**config.mk**
```make
export PLATFORM = sky130hd
export DESIGN_NAME = sixteen_to_four_encoder
export DESIGN_NICKNAME = d
export VERILOG_FILES = /design/src/rtl/sixteen_to_four_encoder.sv
export SDC_FILE = /design/constraint.sdc
export NUM_CORES = 1
export LEC_CHECK = 0
export ABC_AREA = 1
export BUFFER_PORTS_ARGS = -buffer_cell sky130_fd_sc_hd__buf_2
export CORE_AREA = 4 4 92 94
export CTS_CLUSTER_DIAMETER = 200
export DETAILED_ROUTE_END_ITERATION = 10
export DIE_AREA = 0 0 96 98
export GPL_ROUTABILITY_DRIVEN = 0
export GPL_TIMING_DRIVEN = 0
export HOLD_SLACK_MARGIN = 0.06
export PLACE_DENSITY = 0.68
export SKIP_LAST_GASP = 1
export SYNTH_ARGS = -nofsm -noshare
export SYNTH_HDL_FRONTEND = slang
export SYNTH_SLANG_ARGS = --single-unit
```
**constraint.sdc**
```tcl
create_clock -name CLK100MHZ -period 4.89 [get_ports CLK100MHZ]
set_input_delay 0.978 -clock CLK100MHZ [delete_from_list [all_inputs] [get_ports CLK100MHZ]]
set_output_delay 0.978 -clock CLK100MHZ [all_outputs]
set_load 0.005 [all_outputs]
```
**src/rtl/sixteen_to_four_encoder.sv**
```systemverilog
// Debounced 16-to-4 priority encoder for board inputs. Every change of the
// registered result is presented once on a valid/ready event port.
module sixteen_to_four_encoder #(
  parameter int DEBOUNCE_CYCLES = 1_000_000
) (
  input  logic        CLK100MHZ,
  input  logic        CPU_RESETN,
  input  logic [15:0] y_in,
  input  logic        En,
  output logic [3:0]  code,
  output logic        valid,
  output logic        multi,
  output logic        evt_valid,
  output logic [3:0]  evt_code,
  output logic        evt_hit,
  output logic        evt_multi,
  input  logic        evt_ready,
  output logic        ovf
);

  localparam int CW = $clog2(DEBOUNCE_CYCLES + 1);
  localparam logic [CW-1:0] CNT_MAX  = CW'(DEBOUNCE_CYCLES);
  localparam logic [CW-1:0] CNT_LOAD = CW'(DEBOUNCE_CYCLES - 1);

  typedef struct packed {
    logic       hit;
    logic       multi;
    logic [3:0] code;
  } res_t;

  typedef enum logic {IDLE, PEND} st_t;

  logic [16:0]   s1_q, s_q, d_q;
  logic [CW-1:0] cnt_q;
  res_t          enc_d, enc_q, last_q;
  st_t           st_q, st_d;
  logic          load, ovf_set, ovf_q;

  // The counter tracks how long s_q has held; s1_q != s_q means s_q changes
  // on this edge, so d_q is loaded exactly DEBOUNCE_CYCLES edges after s_q.
  always_ff @(posedge CLK100MHZ or negedge CPU_RESETN) begin
    if (!CPU_RESETN) begin
      s1_q  <= '0;
      s_q   <= '0;
      d_q   <= '0;
      cnt_q <= '0;
    end else begin
      s1_q <= {En, y_in};
      s_q  <= s1_q;
      if (s1_q != s_q)
        cnt_q <= '0;
      else if (cnt_q != CNT_MAX)
        cnt_q <= cnt_q + 1'b1;
      if (s1_q == s_q && cnt_q >= CNT_LOAD)
        d_q <= s_q;
    end
  end

  always_comb begin
    enc_d = '0;
    if (d_q[16]) begin
      for (int i = 0; i < 16; i++)
        if (d_q[i]) enc_d.code = 4'(i);
      enc_d.hit   = |d_q[15:0];
      enc_d.multi = |(d_q[15:0] & (d_q[15:0] - 16'd1));
    end
  end

  always_ff @(posedge CLK100MHZ or negedge CPU_RESETN) begin
    if (!CPU_RESETN) enc_q <= '0;
    else             enc_q <= enc_d;
  end

  always_ff @(posedge CLK100MHZ or negedge CPU_RESETN) begin
    if (!CPU_RESETN) st_q <= IDLE;
    else             st_q <= st_d;
  end

  always_comb begin
    st_d    = st_q;
    load    = 1'b0;
    ovf_set = 1'b0;
    case (st_q)
      IDLE: if (enc_q != last_q) begin
        st_d = PEND;
        load = 1'b1;
      end
      PEND: if (evt_ready) st_d = IDLE;
            else if (enc_q != last_q) ovf_set = 1'b1;
      default: st_d = IDLE;
    endcase
  end

  always_comb begin
    evt_valid = (st_q == PEND);
  end

  // The reported payload and the last-reported value are always the same
  // word, so one register serves as both.
  always_ff @(posedge CLK100MHZ or negedge CPU_RESETN) begin
    if (!CPU_RESETN) begin
      last_q <= '0;
      ovf_q  <= 1'b0;
    end else begin
      if (load)    last_q <= enc_q;
      if (ovf_set) ovf_q  <= 1'b1;
    end
  end

  assign code      = enc_q.code;
  assign valid     = enc_q.hit;
  assign multi     = enc_q.multi;
  assign evt_code  = last_q.code;
  assign evt_hit   = last_q.hit;
  assign evt_multi = last_q.multi;
  assign ovf       = ovf_q;

endmodule

```
# Word level (Yosys, flattened, before mapping)
# Cells that the tools add are included.
word_totals:
  ff_bits: 85
  in_bits: 20
  output_inout_bits: 14
  word_cells: 49
op_classes:
  n_addsub: 2
  n_lt_le_gt_ge: 1
  n_eq_ne: 4
  mux: 24
  bitwise: 2
  reduce_logical: 4
ops:
  columns: ["op", "count"]
  rows:
  - ["$mux W4", 14]
  - ["$mux W20", 2]
  - ["$reduce_or A16 Y1", 2]
  - ["$add A20 B1 Y20 const B", 1]
  - ["$ge A20 B20 Y1 const B", 1]
  - ["$ne A20 B20 Y1 const B", 1]
  - ["$eq A17 B17 Y1", 1]
  - ["$ne A17 B17 Y1", 1]
  - ["$and A16 B16 Y16", 1]
  - ["$sub A16 B1 Y16 const B", 1]
  - ["$mux W1", 6]
  - ["$mux W6", 1]
  - ["$ne A6 B6 Y1", 1]
  - ["$pmux W1 S2", 1]
  - ["$reduce_bool A2 Y1", 1]
  - ["$logic_and A1 B1 Y1", 1]
  - ["$not A1 Y1", 1]

# Longest topological paths before layout
depth:
  depth_word: 16
  ltp_mapped: 15
  ltp_nobuf: 15

# Worst setup path after synthesis
# Ideal clock, no wire load.
synth_timing:
  path_kind: "register -> register"
  from: "register cnt_q[1]"
  to: "register cnt_q[18]"
  setup_time_ns: 0.119
  t_arrival_ns: 1.458
  required_ns: 4.771
  path_slack_ns: 3.312
  path_stages_with_launch: 10
  n_path_buf: 0
  synth_period_minus_slack_ns: 1.578
  path_cell_list: "dfrtp_1 ha_1 nand2_1 nor2_1 nor4b_4 nand2_1 nor2_2 nand4_1 nand2_1 nor2_1"
synth_via:
  elab_chain_len: 3
  word_cells_on_any_way: 5
  cone_classes: "add/sub: 1; eq/ne: 1; mux: 2; reduce/logical: 1"
synth_lines:
  columns: ["element", "line", "rtl"]
  rows:
  - ["start: declaration", "34", "logic [CW-1:0] cnt_q;"]
  - ["start signal: assignment", "53", "cnt_q <= cnt_q + 1'b1;"]
  - ["$add A20 B1 Y20", "53", null]
  - ["$mux W20", "52", "else if (cnt_q != CNT_MAX)"]
  - ["$mux W20", "50", "if (s1_q != s_q)"]
# Several ways; a longest one is shown, not always the timed one. The select of a mux whose other input is x is not followed.
# A chain may end at the register's enable or synchronous reset.

# Final worst setup path
layout_timing:
  from: "register last_q (netlist bit evt_code[1])"
  to: "output evt_code[1]"
layout_lines:
  columns: ["element", "line", "rtl"]
  rows:
  - ["start: declaration", "35", "res_t enc_d, enc_q, last_q;"]
  - ["start signal: assignment", "105", "if (load) last_q <= enc_q;"]
  - ["end: declaration", "14", "output logic [3:0] evt_code,"]
# No word-level cell between the ends.

==> out/qor.csv <==
stage,metric,value,unit
sta,clk_skew,0.00889,ns
power_and_ir_drop,Internal,0.935,mW
floorplanning,Starting Density,0.494,
layout,share of layout cells above drive strength 1,0.175,
clocking,postcts setup bufs,0,
routing,DRT iter0 DRCs,103,
status,status,completed,
routing,drt pass-1 iters,4,
worst_setup_path,Buf/Inv on CP,1,
sta,"Hold Vio Cnt, Final",0,
logic_synthesis,synthesis warning total,0,
worst_setup_path,"Max FO, Critical Path",3,
floorplanning,die area,9410,um2
sta,Final Setup Violations,0,
global_routing,Total Routing Usage GR,0.159,
worst_setup_path,Worst EP required,3.91,ns
job,max-cap violations,0,
routing,drt drc,0,
power_and_ir_drop,switching pwr,0.317,mW
clocking,Clock Latency Late Sink,0.36,ns
sta,Final Max Slew Viols,0,
global_routing,antenna violations before repair,0,
layout,synthesis-to-layout area growth,13.8,%
sta,Final min period,1.89,ns
worst_setup_path,worst path arrival time,0.91,ns
worst_setup_path,r2r worst-path depth,9,
worst_setup_path,register-to-register setup slack,3.02,ns
placed_design,PortBufs,33,
logic_synthesis,Mean Syn Cell Area,9.26,um2
floorplanning,die height,98,um
layout,"Cell Count, Final, Fillers Out",560,
floorplanning,top-level port count,34,
layout,most frequent cells in the layout,"nand2_1 (99), dfrtp_1 (85), inv_1 (45)",
routing,ANT nets after route,0,
floorplanning,DIE WIDTH,96,um
layout,Diodes inserted,0,
placed_design,Inst Count DP,544,
clocking,CTS tree,built,
min_path,hold endpoint,s_q[11],
power_and_ir_drop,clock power share,0.387,
logic_synthesis,asr flop ratio synth,1.00,
worst_setup_path,Critical Path Max Stage Delay,0.42,ns
clocking,Clock transition at path regs,0.10,ns
power_and_ir_drop,switching part of the total power,0.253,
min_path,worst hold path type,flip-flop to flip-flop,
routing,via count,2750,
floorplanning,core box area,7650,um2
logic_synthesis,Post-Syn Area,3780,um2
sta,final setup TNS,0,ns
placed_design,Detailed Place HPWL,4.92,mm
sta,crit share post-route,0.386,
sta,f_max,530,MHz
floorplanning,Rows,32,
layout,"commonest non-fill, non-tap cell in the layout",nand2_1,
routing,WL/cell,12.0,um
power_and_ir_drop,Seq pwr share,0.580,
clocking,CTS buffer count,9,
logic_synthesis,Synth Instances,408,
sta,RSZ-0062 raised after global routing,false,
min_path,Hold Crit Start,s1_q[11],
global_routing,pin count of the biggest net entering global routing,53,
clocking,Hold Buf Count CTS,0,
global_routing,vias in the first global route,2630,
clocking,maximum buffer depth of the clock tree,2,
routing,Routed Wire Length,6.73,mm
logic_synthesis,syn nets,430,
power_and_ir_drop,total design power,1.25,mW
logic_synthesis,synth unique cells,39,
worst_setup_path,CP Capture Type,output port,
logic_synthesis,register area share after synthesis,0.563,
global_routing,global-route wire length before repair,11.9,mm
power_and_ir_drop,peak supply drop,196,uV
power_and_ir_drop,Pwr Density,291,nW/um2
power_and_ir_drop,Leak Pwr,2.05,nW
sta,Least-Margin Pin Slew,0.453,ns
layout,nets,475,
worst_setup_path,reg2reg start,cnt_q[1],
worst_setup_path,critical-path cell list,buf_2,
worst_setup_path,"Slowest-stage cell, CP",dfrtp_1,
logic_synthesis,#FFs+latches synth,85,
routing,post-DR vias/cell,4.91,
worst_setup_path,CP startpoint kind,flip-flop,
power_and_ir_drop,Gate power share,0.033,
worst_setup_path,worst setup path class,flip-flop to output port,
logic_synthesis,ys flop type,dfrtp_1,
worst_setup_path,"delay-heaviest family, CP",flip-flops,
worst_setup_path,Worst R2R End,cnt_q[18],
clocking,root buf cell,clkbuf_8,
min_path,hold depth,0,
clocking,number of H-tree levels,3,
global_routing,GRT overflow,0,
logic_synthesis,Post-synth EDFFs,0,
sta,Rel. slew slack,0.698,
clocking,clk sink count,85,
clocking,post-CTS sizing,0,
## area by class of cell
cell class                      count  area (um2)
Fill cell                         696        3350
Sequential cell                    85        2130
Multi-Input combinational cell    268        1410
Timing Repair Buffer               34         195
Inverter                           49         186
Tap cell                          102         128
Clock buffer                        9         124
Clock inverter                      7        75.1
Buffer                              6        52.6
## sequential cells by signal, indices dropped and copies added (netlist names)
register,cells
evt_hit,1
s1_q,17
d_q,17
multi,1
evt_code,4
evt_valid,1
cnt_q,20
ovf,1
s_q,17
valid,1
code,4
evt_multi,1
## cell families after synthesis
| family | Yosys count | synth area share |
|---|---|---|
| muxes | 1 | 0.00298 |
| and+or+nand+nor | 190 | 0.232 |
| DFF | 85 | 0.563 |
| AOI/OAI and AO/OA | 59 | 0.0948 |
| buffers and inverters | 55 | 0.0633 |
| xor gates and xnor gates | 16 | 0.0371 |
| adders and majority gates | 2 | 0.00663 |
## stage by stage
step	instance area (um2)	worst slack [ns]	util	hold slack, ns
5_1_grt	4300	2.81	0.562	0.410
4_1_cts	4300	2.98	0.562	0.401
2_1_floorplan	3780	3.31	-	0.367
3_3_place_gp	4070	2.17	0.532	0.377
3_5_place_dp	4100	3.05	0.536	0.379
6_report	4300	3.00	0.562	0.396
## power by group through the flow
stage               sequential (mW)  combinational, mW  clock (mW)
finish                        0.727             0.0408       0.485
floorplan                     0.738             0.0161           0
global placement              0.740             0.0386           0
global route                  0.729             0.0480       0.531
detailed placement            0.741             0.0426           0
CTS                           0.727             0.0427       0.504
## how the worst max path moves through the flow
stage	to	depth (start not counted)	slack, ns	from
after floorplan	cnt_q[18]	9	3.31	cnt_q[1]
after global placement	s1_q[11]	1	2.17	CPU_RESETN
after detailed placement	cnt_q[18]	9	3.05	cnt_q[1]
after CTS	evt_code[1]	1	2.98	evt_code[1]
after global routing	cnt_q[18]	9	2.81	cnt_q[1]
final	evt_code[1]	1	3.00	evt_code[1]
## cell usage after synthesis (2+ instances only)
library cell	n	area, um2
nand2_1	99	372
dfrtp_1	85	2130
inv_1	45	169
nor2_1	33	124
nand3_1	25	125
a21oi_1	22	110
o21ai_0	17	85.1
xor2_1	13	114
nor3_1	9	45.0
nand4_1	6	37.5
or2_2	6	37.5
nor2_2	4	25.0
o21a_1	4	30.0
a211oi_1	3	22.5
buf_6	3	33.8
o22ai_1	3	18.8
xnor2_1	3	26.3
a31oi_1	2	12.5
buf_4	2	15.0
ha_1	2	25.0
inv_2	2	7.51
nor3_2	2	20.0
o21ai_2	2	17.5
## layer usage
layer	vias to the layer above	part of all wire	GRT usage
met5	-	0	0
met4	0	0.0074	0.0547
met3	4	0.046	0.0401
met2	53	0.48	0.246
met1	1282	0.47	0.217
li1	1411	-	-
## worst register-to-register path, cell delays in order, from the launching register on
cell and delay [ns]:
dfrtp_1 0.40, ha_1 0.19, nand2_1 0.10, nor2_1 0.29, nor4b_4 0.29, nand2_1 0.12
nor2_2 0.18, nand4_1 0.10, nand2_1 0.07, nor2_1 0.04
No activity file was read; power rests on OpenSTA's default activity.
